`src/rtl/result_display.sv`:
```
// Result buffer with button browsing and a multiplexed 4-digit hex seven-segment display.
// Optional RESULT_OVERWRITE_EN: a write into a full buffer replaces the oldest entry.
module result_display #(
    parameter int unsigned DEPTH    = 4,
    parameter int unsigned SCAN_DIV = 17
) (
    input  logic                       clk,
    input  logic                       rst,
    input  logic                       wr_valid,
    input  logic [31:0]                wr_data,
    output logic                       wr_ready,
    input  logic                       nxt_button,
    input  logic                       prv_button,
    input  logic                       half_button,
    input  logic                       clr_button,
    output logic [$clog2(DEPTH):0]     count,
    output logic                       overflow,
    output logic [3:0]                 seg_an,
    output logic [7:0]                 seg_seg
);

    localparam int unsigned AW = $clog2(DEPTH);
    localparam int unsigned CW = AW + 1;
    localparam logic [CW-1:0] FULL = CW'(DEPTH);

    logic [31:0]         mem [DEPTH];
    logic [AW-1:0]       head_q, head_d, tail_q, tail_d, view_q, view_d;
    logic [CW-1:0]       count_q, count_d;
    logic                half_q, half_d;
    logic [SCAN_DIV-1:0] cnt_q;
    logic [3:0]          seg_an_q, seg_an_d;
    logic [7:0]          seg_seg_q, seg_seg_d;
    logic                accept;

    function automatic logic [7:0] hex7(input logic [3:0] n);
        case (n)
            4'h0: hex7 = 8'hC0;
            4'h1: hex7 = 8'hF9;
            4'h2: hex7 = 8'hA4;
            4'h3: hex7 = 8'hB0;
            4'h4: hex7 = 8'h99;
            4'h5: hex7 = 8'h92;
            4'h6: hex7 = 8'h82;
            4'h7: hex7 = 8'hF8;
            4'h8: hex7 = 8'h80;
            4'h9: hex7 = 8'h90;
            4'hA: hex7 = 8'h88;
            4'hB: hex7 = 8'h83;
            4'hC: hex7 = 8'hC6;
            4'hD: hex7 = 8'hA1;
            4'hE: hex7 = 8'h86;
            default: hex7 = 8'h8E;
        endcase
    endfunction

`ifdef RESULT_OVERWRITE_EN
    logic ovf_q, ovf_d;
    assign wr_ready = ~clr_button;
    assign overflow = ovf_q;
`else
    assign wr_ready = (count_q < FULL) & ~clr_button;
    assign overflow = 1'b0;
`endif

    assign accept = wr_valid & wr_ready;
    assign count  = count_q;
    assign seg_an  = seg_an_q;
    assign seg_seg = seg_seg_q;

    // Priority: clear, then accepted write, then browse/half; losers are dropped.
    always_comb begin
        head_d  = head_q;
        tail_d  = tail_q;
        view_d  = view_q;
        count_d = count_q;
        half_d  = half_q;
`ifdef RESULT_OVERWRITE_EN
        ovf_d   = ovf_q;
`endif
        if (clr_button) begin
            count_d = '0;
            head_d  = tail_q;
            view_d  = '0;
            half_d  = 1'b0;
`ifdef RESULT_OVERWRITE_EN
            ovf_d   = 1'b0;
`endif
        end else if (accept) begin
            tail_d = AW'(tail_q + 1'b1);
            half_d = 1'b0;
`ifdef RESULT_OVERWRITE_EN
            if (count_q == FULL) begin
                head_d = AW'(head_q + 1'b1);
                view_d = AW'(DEPTH - 1);
                ovf_d  = 1'b1;
            end else begin
                count_d = CW'(count_q + 1'b1);
                view_d  = AW'(count_q);
            end
`else
            count_d = CW'(count_q + 1'b1);
            view_d  = AW'(count_q);
`endif
        end else begin
            if (half_button) half_d = ~half_q;
            if (count_q != '0) begin
                if (nxt_button && !prv_button && (CW'(view_q) + 1'b1 < count_q))
                    view_d = AW'(view_q + 1'b1);
                else if (prv_button && !nxt_button && (view_q != '0))
                    view_d = AW'(view_q - 1'b1);
            end
        end
    end

    logic [1:0]    digit;
    logic [AW-1:0] rd_idx;
    logic [31:0]   entry;
    logic [15:0]   half_word;
    logic [3:0]    nib;

    assign digit     = cnt_q[SCAN_DIV-1 -: 2];
    assign rd_idx    = AW'(head_q + view_q);
    assign entry     = mem[rd_idx];
    assign half_word = half_q ? entry[31:16] : entry[15:0];
    assign nib       = 4'(half_word >> {digit, 2'b00});

    always_comb begin
        seg_an_d  = ~(4'b0001 << digit);
        seg_seg_d = 8'hBF;
        if (count_q != '0) begin
            seg_seg_d = hex7(nib);
            if (half_q && digit == 2'd0) seg_seg_d[7] = 1'b0;
        end
    end

    always_ff @(posedge clk) begin
        if (accept) mem[tail_q] <= wr_data;
    end

    always_ff @(posedge clk or negedge rst) begin
        if (!rst) begin
            head_q    <= '0;
            tail_q    <= '0;
            view_q    <= '0;
            count_q   <= '0;
            half_q    <= 1'b0;
            cnt_q     <= '0;
            seg_an_q  <= 4'b1111;
            seg_seg_q <= 8'hFF;
`ifdef RESULT_OVERWRITE_EN
            ovf_q     <= 1'b0;
`endif
        end else begin
            head_q    <= head_d;
            tail_q    <= tail_d;
            view_q    <= view_d;
            count_q   <= count_d;
            half_q    <= half_d;
            cnt_q     <= cnt_q + 1'b1;
            seg_an_q  <= seg_an_d;
            seg_seg_q <= seg_seg_d;
`ifdef RESULT_OVERWRITE_EN
            ovf_q     <= ovf_d;
`endif
        end
    end

endmodule

```
`config.mk`:
```
export PLATFORM = sky130hd
export DESIGN_NAME = result_display
export DESIGN_NICKNAME = d
export VERILOG_FILES = /design/src/rtl/result_display.sv
export SDC_FILE = /design/constraint.sdc
export NUM_CORES = 1
export LEC_CHECK = 0
export ABC_AREA = 1
export CAP_MARGIN = 20
export CORE_MARGIN = 4
export CORE_UTILIZATION = 58
export DETAILED_ROUTE_END_ITERATION = 6
export GPL_ROUTABILITY_DRIVEN = 0
export GPL_TIMING_DRIVEN = 0
export PLACE_DENSITY = 0.86
export SLEW_MARGIN = 20
export SYNTH_ARGS = -nofsm -noshare
export SYNTH_HDL_FRONTEND = slang
export SYNTH_SLANG_ARGS = --single-unit
```
`constraint.sdc`:
```
create_clock -name clk -period 3.6 [get_ports clk]
set_input_delay 0.72 -clock clk [delete_from_list [all_inputs] [get_ports clk]]
set_output_delay 0.72 -clock clk [all_outputs]
set_load 0.01 [all_outputs]
```
Word level (Yosys, flattened, before mapping)
Memory sizes are Yosys's and may differ from the RTL's.
Index checks and enable logic that the tools add are counted.
W data, S select, Z words.
{"block": "totals", "word_cells": 57, "romBits": 112, "reg_bits": 39, "latchBits": 0, "ramBits": 128, "mem_count": 2}
{"block": "op_classes", "magnitude_cmp": 2, "reduce_logical": 16, "n_addsub": 7, "n_mux": 15, "shift": 2, "n_bitwise": 5, "mul": 0, "div_mod_pow": 0, "eq_ne": 0}
{"name": "mem", "depth": 4, "width": 32, "rd": 1, "rd_ports_with_merged_regs": 0, "write_ports": 1, "line": "26", "source": "logic [31:0] mem [DEPTH];"}
{"name": "(no name shown)", "depth": 16, "width": 7, "rd": 1, "rd_ports_with_merged_regs": 0, "write_ports": 0, "line": "36", "source": "case (n)"}
{"op": "$add A17 B1 Y17 const B", "count": 1}
{"op": "$mux W16", "count": 1}
{"op": "$shr A16 B4 Y4", "count": 1}
{"op": "$mux W2", "count": 5}
{"op": "$reduce_bool A3 Y1", "count": 3}
{"op": "$mux W8", "count": 1}
{"op": "$mux W1", "count": 6}
{"op": "$mux W3", "count": 2}
{"op": "$logic_and A1 B1 Y1", "count": 5}
{"op": "$add A2 B1 Y2 const B", "count": 2}
{"op": "$not A4 Y4", "count": 1}
{"op": "$reduce_and A2 Y1", "count": 2}
{"op": "$reduce_bool A2 Y1", "count": 2}
{"op": "$reduce_bool A4 Y1", "count": 1}
{"op": "$shl A1 B2 Y4 const A", "count": 1}
{"op": "$add A2 B1 Y3 const B", "count": 1}
{"op": "$add A3 B1 Y3 const B", "count": 1}
{"op": "$lt A3 B3 Y1", "count": 1}
{"op": "$lt A3 B3 Y1 const B", "count": 1}
{"op": "$add A2 B2 Y2", "count": 1}
{"op": "$and A1 B1 Y1", "count": 2}
{"op": "$logic_not A1 Y1", "count": 2}
{"op": "$logic_not A2 Y1", "count": 1}
{"op": "$not A1 Y1", "count": 2}
{"op": "$sub A2 B1 Y2 const B", "count": 1}

Logic depth before layout (Yosys ltp)
Gate-level depths: netlist of run 1.
{"block": "logic_depth", "depth_word": 8, "mapped_depth": 18, "mapped_depth_nobuf": 17}

Least setup slack after synthesis of run 1
OpenSTA, ideal clock, no wires.
{"block": "synth_path", "path_type": "in2reg", "start": "input clr_button", "end": "memory mem[0][0] (enable)", "n_path_buf": 0, "setup_ps": 421, "arrival_ps": 2564, "setup_slack_ps": 615, "required_ps": 3179, "cell_stages": 3, "path_cell_list": "nor2_1 nand2_1 nor2_1"}
{"block": "synth_via", "elab_chain_len": 5}
{"item": "start, declared", "line": "15", "source": "input logic clr_button,"}
{"item": "$not A1 Y1 (no source line)"}
{"item": "$and A1 B1 Y1", "line": "61", "source": "assign wr_ready = (count_q < FULL) & ~clr_button;"}
{"item": "$and A1 B1 Y1", "line": "65", "source": "assign accept = wr_valid & wr_ready;"}
{"item": "$mux W1", "line": "137", "source": "if (accept) mem[tail_q] <= wr_data;"}
{"item": "$mux W1 (not written as such)", "line": "137"}
{"item": "end, declared", "line": "26"}
No other way between the ends.

Worst setup path in the final report of run 1
{"block": "layout_path", "start": "register view_q[0]", "end": "register seg_seg_q[6] (netlist: seg_seg[6])"}
{"block": "layout_via", "elab_chain_len": 6}
{"item": "start, declared", "line": "27", "source": "logic [AW-1:0] head_q, head_d, tail_q, tail_d, view_q, view_d;"}
{"item": "start signal, assigned", "line": "156", "source": "view_q <= view_d;"}
{"item": "$add A2 B2 Y2", "line": "122", "source": "assign rd_idx = AW'(head_q + view_q);"}
{"item": "$mem_v2 Z4 W32"}
{"item": "$mux W16", "line": "124", "source": "assign half_word = half_q ? entry[31:16] : entry[15:0];"}
{"item": "$shr A16 B4 Y4", "line": "125", "source": "assign nib = 4'(half_word >> {digit, 2'b00});"}
{"item": "$mem_v2 Z16 W7"}
{"item": "$mux W8", "line": "130", "source": "if (count_q != '0) begin"}
{"item": "net seg_seg_d[6]", "line": "32", "source": "logic [7:0] seg_seg_q, seg_seg_d;"}
{"item": "end signal, assigned", "line": "161", "source": "seg_seg_q <= seg_seg_d;"}
{"item": "end, declared", "line": "32"}
The timed path passes the listed nets, and every way through them passes these cells.
A chain may end at the register's enable or synchronous reset.

==> metrics.yaml, run 1 <==
postSynthCellCount: 661
grtUsageMet1_pct: 26.5
antenna_found_initial: 0
start_util_pct: 59.1
grt_pass1_wl_um: 24600
first_pass_iters: 5
end_kind: "flip-flop"
combPwrFrac_pct: 37.8
dp_hpwl_um: 10500
drive_gt1_share_pct: 11.3
overflow: 0
io_pins: 56
avgSynthCellArea_um2: 11.3
ir_drop_v: 0.000430
final_common_cell: "nand2_1"
critPathKind: "reg2reg"
status: "completed"
power_density_nw_per_um2: 730
fp.dieArea_um2: 14700
yosys_warnings: 0
drc: 0
whs_ns: 0.160
rr_endpoint: "seg_seg[6]$_DFF_PN1_"
period_needed_ns: 3.14
row_count: 41
syn_to_final_growth_pct: 19.3
cts_resized: 0
antenna_left: 0
synth_seq_area_share_pct: 64.9
first_global_vias: 5059
final_core_util_pct: 70.5
cts_tree: "done"
rr_worst_depth: 17
finalClockSkew_ns: 0.00957
cts-root-buf: "clkbuf_16"
grt.total_usage_pct: 21.8
clockBufferDepth: 2
worst_ep_required_time_ns: 3.95
clock.fmax_ghz: 0.318
cts_sinks: 167
crit_path_start_kind: "flip-flop"
drtIter0Drc: 606
numPortBuffers: 54
vias: 5033
hold_viol: 0
cts-hold-fix-buffers: 0
clock_latency_ns: 0.42
grt.busiest_layer: "met2"
fp.dieH_um: 121
grt_setup_unrepaired: "no"
cts-htree-levels: 4
net-switching-power_mw: 2.33
internal-power_mw: 4.16
final-setup-viol-count: 0
sw_frac_of_total_pct: 35.9
grt_max_degree: 32
final_cell_mix: "nand2_1 (155), edfxtp_1 (128), nand3_1 (79)"
min_period_over_period_pct: 87.4
cts_setup_buffers: 0
nets: 797
drv_slew: 0
core_um2: 12600
vias_per_cell: 5.45
rrSetupSlack_ns: 0.46
use_met3_pct: 5.92
cts_buffers: 17
nFillCells: 886
relSlewSlack_pct: 54.6
arrival_ns: 3.49
r2r-start: "view_q[0]$_DFFE_PN0P_"
power_leakage_nw: 3.58
hp-class: "in2async"
synth_cell_types: 35
antenna_cells: 0
max_cap_viol_count: 0
grt_util_met2_pct: 37.4
pwr-share-seq_pct: 36.6
wl_um: 15400
synth_area_um2: 7450
critPathMaxFanout: 10
clkPwrFrac_pct: 25.6
die_w_um: 121
wire_per_inst_um: 16.7
worst_pin_slew_ns: 0.679
synthesis.nets: 719
clk_pin_slew_ns: 0.06
ys_seq_elements: 167
==> critical path, cell delays in order (launching register included) <==
cell and delay [ns]:
dfrtp_1 0.45, ha_1 0.34, buf_2 0.25, buf_6 0.20
buf_6 0.19, mux2i_1 0.20, nand2_1 0.09, nand3_1 0.09
nand2_1 0.06, nand2_1 0.06, nand2_1 0.06, nor2_2 0.27
inv_1 0.14, ha_1 0.23, o21ai_1 0.15, nand2_1 0.10
nor2_1 0.12, nor2_1 0.06
==> synthesized netlist by cell type (all sizes together) <==
library cell / number / area, um^2
mux2i: 13 / 130
edfxtp: 128 / 3840
nor2: 67 / 287
o31ai: 1 / 7.51
dfstp: 12 / 315
clkbuf: 5 / 18.8
dfrtp: 27 / 676
nand3b: 5 / 37.5
conb: 1 / 3.75
o211ai: 2 / 15.0
o22ai: 1 / 6.26
ha: 19 / 238
nand4: 3 / 18.8
o21ai: 8 / 40.0
a21boi: 22 / 165
xnor2: 3 / 26.3
xor2: 16 / 140
buf: 20 / 145
a21oi: 5 / 25.0
nor3: 5 / 25.0
nand3: 80 / 413
nand2: 165 / 654
inv: 44 / 165
and2: 9 / 56.3
==> power by group through the flow <==
stage	combinational [mW]	clock [mW]	sequential, mW
4_1_cts	2.44	1.68	2.38
3_5_place_dp	2.42	0	2.41
3_3_place_gp	2.26	0	2.41
2_1_floorplan	1.69	0	2.42
5_1_grt	2.71	1.76	2.39
6_report	2.46	1.66	2.38
==> layer usage <==
layer | share of wire [%] | wire [um] | vias to the layer above
met5 | 0 | 0 | -
met4 | 2.0 | 307 | 0
met3 | 7.8 | 1200 | 28
met2 | 50 | 7730 | 223
met1 | 40 | 6190 | 2390
li1 | - | - | 2392
==> through the flow <==
stage	total power, mW	cells	TNS, ns	area (um^2)	setup WS [ns]
floorplan	4.11	661	0	7450	0.615
global placement	4.67	887	-103.58	8210	-0.842
detailed placement	4.83	892	0	8360	0.491
CTS	6.49	924	0	8890	0.477
global route	6.86	924	0	8890	0.189
finish	6.49	924	0	8890	0.455
==> cells by family after synthesis <==
family | count (synthesis) | synth area share (%)
simple gates | 334 | 20.0
flops | 167 | 64.9
buf+inv | 69 | 4.42
compound gates | 39 | 3.48
fa+ha+maj | 19 | 3.19
xor+xnor | 19 | 2.23
mux | 13 | 1.75
other cells | 1 | 0.0503
==> worst max-delay path by stage <==
stage / start / end / slack, ns / cells past startpoint
after floorplan: clr_button / mem[0][0]$_DFFE_PP_ / 0.61 / 3
after global placement: clr_button / mem[0][11]$_DFFE_PP_ / -0.84 / 4
after detailed placement: view_q[0]$_DFFE_PN0P_ / seg_seg[6]$_DFF_PN1_ / 0.49 / 17
after CTS: view_q[0]$_DFFE_PN0P_ / seg_seg[6]$_DFF_PN1_ / 0.48 / 17
after global routing: view_q[0]$_DFFE_PN0P_ / seg_seg[6]$_DFF_PN1_ / 0.19 / 17
final: view_q[0]$_DFFE_PN0P_ / seg_seg[6]$_DFF_PN1_ / 0.46 / 17
==> cell type report <==
cell class / count / area (um^2) / share of cell area, %
clock inverter: 12 / 101 / 1.14
buffer: 25 / 164 / 1.84
inverter: 44 / 165 / 1.86
sequential: 167 / 4830 / 54.4
multi-input combinational: 425 / 2320 / 26.1
timing repair buffer: 59 / 658 / 7.40
tap: 172 / 215 / 2.42
clock buffer: 20 / 437 / 4.91
==> sequential cells by signal, indices dropped and copies added (netlist names) <==
signal,count
cnt_q,17
mem,128
count,3
half_q,1
seg_seg,8
view_q,2
tail_q,2
seg_an,4
head_q,2
No activity file was read; power rests on OpenSTA's default activity.
==> run 2: changes to the inputs <==
--- a/config.mk
+++ b/config.mk
@@ -13,4 +13,5 @@
 export GPL_ROUTABILITY_DRIVEN = 0
 export GPL_TIMING_DRIVEN = 0
+export HOLD_SLACK_MARGIN = 0.06
 export PLACE_DENSITY = 0.86
 export SLEW_MARGIN = 20
==> constraint.sdc (replaced) <==
create_clock -name clk -period 3.6 [get_ports clk]
set_input_delay 0.9 -clock clk [delete_from_list [all_inputs] [get_ports clk]]
set_output_delay 0.9 -clock clk [all_outputs]
set_load 0.01 [all_outputs]
==> results of run 2 <==
Same layout as run 1 (identical final DEF). Status: completed.
Among the figures that moved: setup slack after placement 0.491 ns -> 0.389 ns; hold slack 0.160 ns -> 0.340 ns
==> run 3: changes to the inputs <==
Settings changed: CORE_UTILIZATION 58 to 39, GPL_TIMING_DRIVEN 0 to default, PLACE_DENSITY 0.86 to 0.64, SKIP_CTS_REPAIR_TIMING from default to 1.
==> run 3 against run 2 <==
Register-to-register slack gained 0.04 ns. Sequential cell count unchanged. Worst hold slack better by 0.14 ns. Die area rose by 45%. Sequential share of layout area increased by 0.37 points. Via count decreased by 6.5%. Design area fell by 0.68%. Clock skew shrank 0.0024 ns. Largest power group is now sequential cells. Highest routed layer unchanged.
==> metrics.yaml, run 3 (synthesized netlist as in run 1, its figures left out) <==
post-place-cells: 936  # was 892
grt_pass1_wl_um: 24300  # was 24,600 um
drv_slew: 0  # unchanged
cts_sinks: 167  # unchanged
fin_tns_setup_ns: 0  # unchanged
met2_length_um: 7270  # was 7730 um
nets: 779  # was 797
crit_end: "seg_seg[6]$_DFF_PN1_"  # unchanged
wl_met3_um: 827  # was 1200 um
stdcell_count: 967  # was 924
whs_ns: 0.480  # was 0.340 ns
cts_tree: "done"  # unchanged
start_util_pct: 39.7  # was 59.1%
first_global_vias: 4811  # was 5,059
row_count: 50  # was 41
wl_met1_um: 6550  # was 6190 um
crit_path_start_kind: "flip-flop"  # unchanged
first_pass_iters: 5  # unchanged
syn_to_final_growth_pct: 18.5  # was 19.3%
multi_input_area_um2: 2300  # was 2320 um^2
period_needed_ns: 3.10  # was 3.14 ns
end_kind: "flip-flop"  # unchanged
cp_slowest_cell: "dfrtp_1"  # unchanged
numPortBuffers: 54  # unchanged
relSlewSlack_pct: 42.0  # was 54.6%
vias_per_cell: 4.87  # was 5.45
final_cell_mix: "nand2_1 (155), edfxtp_1 (128), nand3_1 (79)"  # unchanged
grt.total_usage_pct: 14.5  # was 21.8%
critPathKind: "reg2reg"  # unchanged
clk_pin_slew_ns: 0.07  # was 0.06 ns
cts_buffers: 17  # unchanged
antenna_cells: 0  # unchanged
dp_hpwl_um: 9180  # was 10,500 um
power_density_nw_per_um2: 729  # was 730 nW/um^2
wire_per_inst_um: 15.4  # was 16.7 um
cp_common_cell: "nand2_1"  # unchanged
rrSetupSlack_ns: 0.50  # was 0.46 ns
max_cap_viol_count: 0  # unchanged
final_common_cell: "nand2_1"  # unchanged
rr_worst_depth: 15  # was 17
fp.dieArea_um2: 21400  # was 14,700 um^2
vias: 4708  # was 5,033
nFillCells: 1674  # was 886
fin_ws_ns: 0.496  # was 0.455 ns
critPathLaunch: "view_q[0]$_DFFE_PN0P_"  # unchanged
power_leakage_nw: 3.52  # was 3.58 nW
pre_cts_ws_ns: 0.530  # was 0.389 ns
cp_slowest_stage_delay_ns: 0.45  # about the same
rr_endpoint: "seg_seg[6]$_DFF_PN1_"  # unchanged
drive_gt1_share_pct: 10.6  # was 11.3%
io_pins: 56  # unchanged
regArea_um2: 4830  # unchanged
cts-htree-levels: 4  # unchanged
finalClockSkew_ns: 0.00715  # was 0.00957 ns
antenna_found_initial: 0  # unchanged
clock.fmax_ghz: 0.322  # was 0.318 GHz
cts-root-buf: "clkbuf_16"  # unchanged
min_period_over_period_pct: 86.2  # was 87.4%
antenna_left: 0  # unchanged
cp_cell_sequence: "ha_2, buf_4, buf_4, mux2i_1, nand2_1, nand3_1, nand2_1, nand2_1, nand2_1, nor2_1, ha_1, inv_1, nand2_1, nand3_1, nor2_1"  # was ha_1, buf_2, buf_6, buf_6, mux2i_1, nand2_1, nand3_1, nand2_1, nand2_1, nand2_1, nor2_2, inv_1, ha_1, o21ai_1, nand2_1, nor2_1, nor2_1
grt_setup_unrepaired: "no"  # unchanged
status: "completed"  # unchanged
clockBufferDepth: 2  # unchanged
hp-class: "reg2reg"  # was in2async
highest_layer: "met4"  # unchanged
final-setup-viol-count: 0  # unchanged
drtIter0Drc: 304  # was 606
hold_viol: 0  # unchanged
wl_um: 14900  # was 15,400 um
core_um2: 18800  # was 12,600 um^2
critPathMaxFanout: 35  # was 10
ir_drop_v: 0.000430  # about the same
largest-register: "mem"  # unchanged
grt_max_degree: 52  # was 32
largest_reg_flops: 128  # unchanged
r2r-start: "view_q[0]$_DFFE_PN0P_"  # unchanged
arrival_ns: 3.45  # was 3.49 ns
drc: 0  # unchanged
overflow: 0  # unchanged
clock_latency_ns: 0.42  # about the same
die_w_um: 146  # was 121 um
fp.dieH_um: 146  # was 121 um
worst_pin_slew_ns: 0.869  # was 0.679 ns
worst_ep_required_time_ns: 3.95  # about the same
run 3: critical path, delay by kind of cell (launching register included):
family	cells	cell delay (ns)
DFF	1	0.45
muxes	1	0.25
adders and majority gates	2	0.59
and+or+nand+nor	9	0.84
buffers and inverters	3	0.86
run 3: worst min path at each step:
stage | start | depth (start not counted) | slack, ns | end
floorplan | cnt_q[0]$_DFF_PN0_ | 1 | 0.42 | cnt_q[0]$_DFF_PN0_
finish | cnt_q[0]$_DFF_PN0_ | 1 | 0.48 | cnt_q[0]$_DFF_PN0_
global route | cnt_q[2]$_DFF_PN0_ | 1 | 0.52 | cnt_q[2]$_DFF_PN0_
CTS | cnt_q[14]$_DFF_PN0_ | 1 | 0.49 | cnt_q[14]$_DFF_PN0_
global placement | cnt_q[0]$_DFF_PN0_ | 1 | 0.44 | cnt_q[0]$_DFF_PN0_
detailed placement | cnt_q[0]$_DFF_PN0_ | 1 | 0.47 | cnt_q[0]$_DFF_PN0_
run 3: power breakdown:
group	total (mW)	internal (mW)	switching, mW	leakage [nW]
registers	2.37	2.31	0.0644	1.64
logic	2.20	0.782	1.42	1.59
clock network	1.87	1.11	0.759	0.296
run 3: through the flow:
stage                     utilization [%]  cell area [um^2]  total power, mW
after floorplan                         -              7450             4.11
after global placement               43.8              8220             4.56
after detailed placement             43.8              8220             4.62
after CTS                            47.1              8830             6.50
after global routing                 47.1              8830             6.90
final                                47.1              8830             6.44
run 3: final cells by class:
| cell class | instances | area share (%) |
|---|---|---|
| Sequential cell | 167 | 54.7 |
| Multi-Input combinational cell | 425 | 26.0 |
| Timing Repair Buffer | 66 | 7.08 |
| Clock buffer | 17 | 4.82 |
| Tap cell | 234 | 3.31 |
| Clock inverter | 14 | 2.14 |
| Inverter | 44 | 1.87 |
run 3: per-layer routing:
| layer | track usage [%] | up-vias |
|---|---|---|
| met5 | 0 | - |
| met4 | 4.99 | 0 |
| met3 | 3.69 | 26 |
| met2 | 24.5 | 126 |
| met1 | 18.2 | 2210 |
| li1 | - | 2346 |
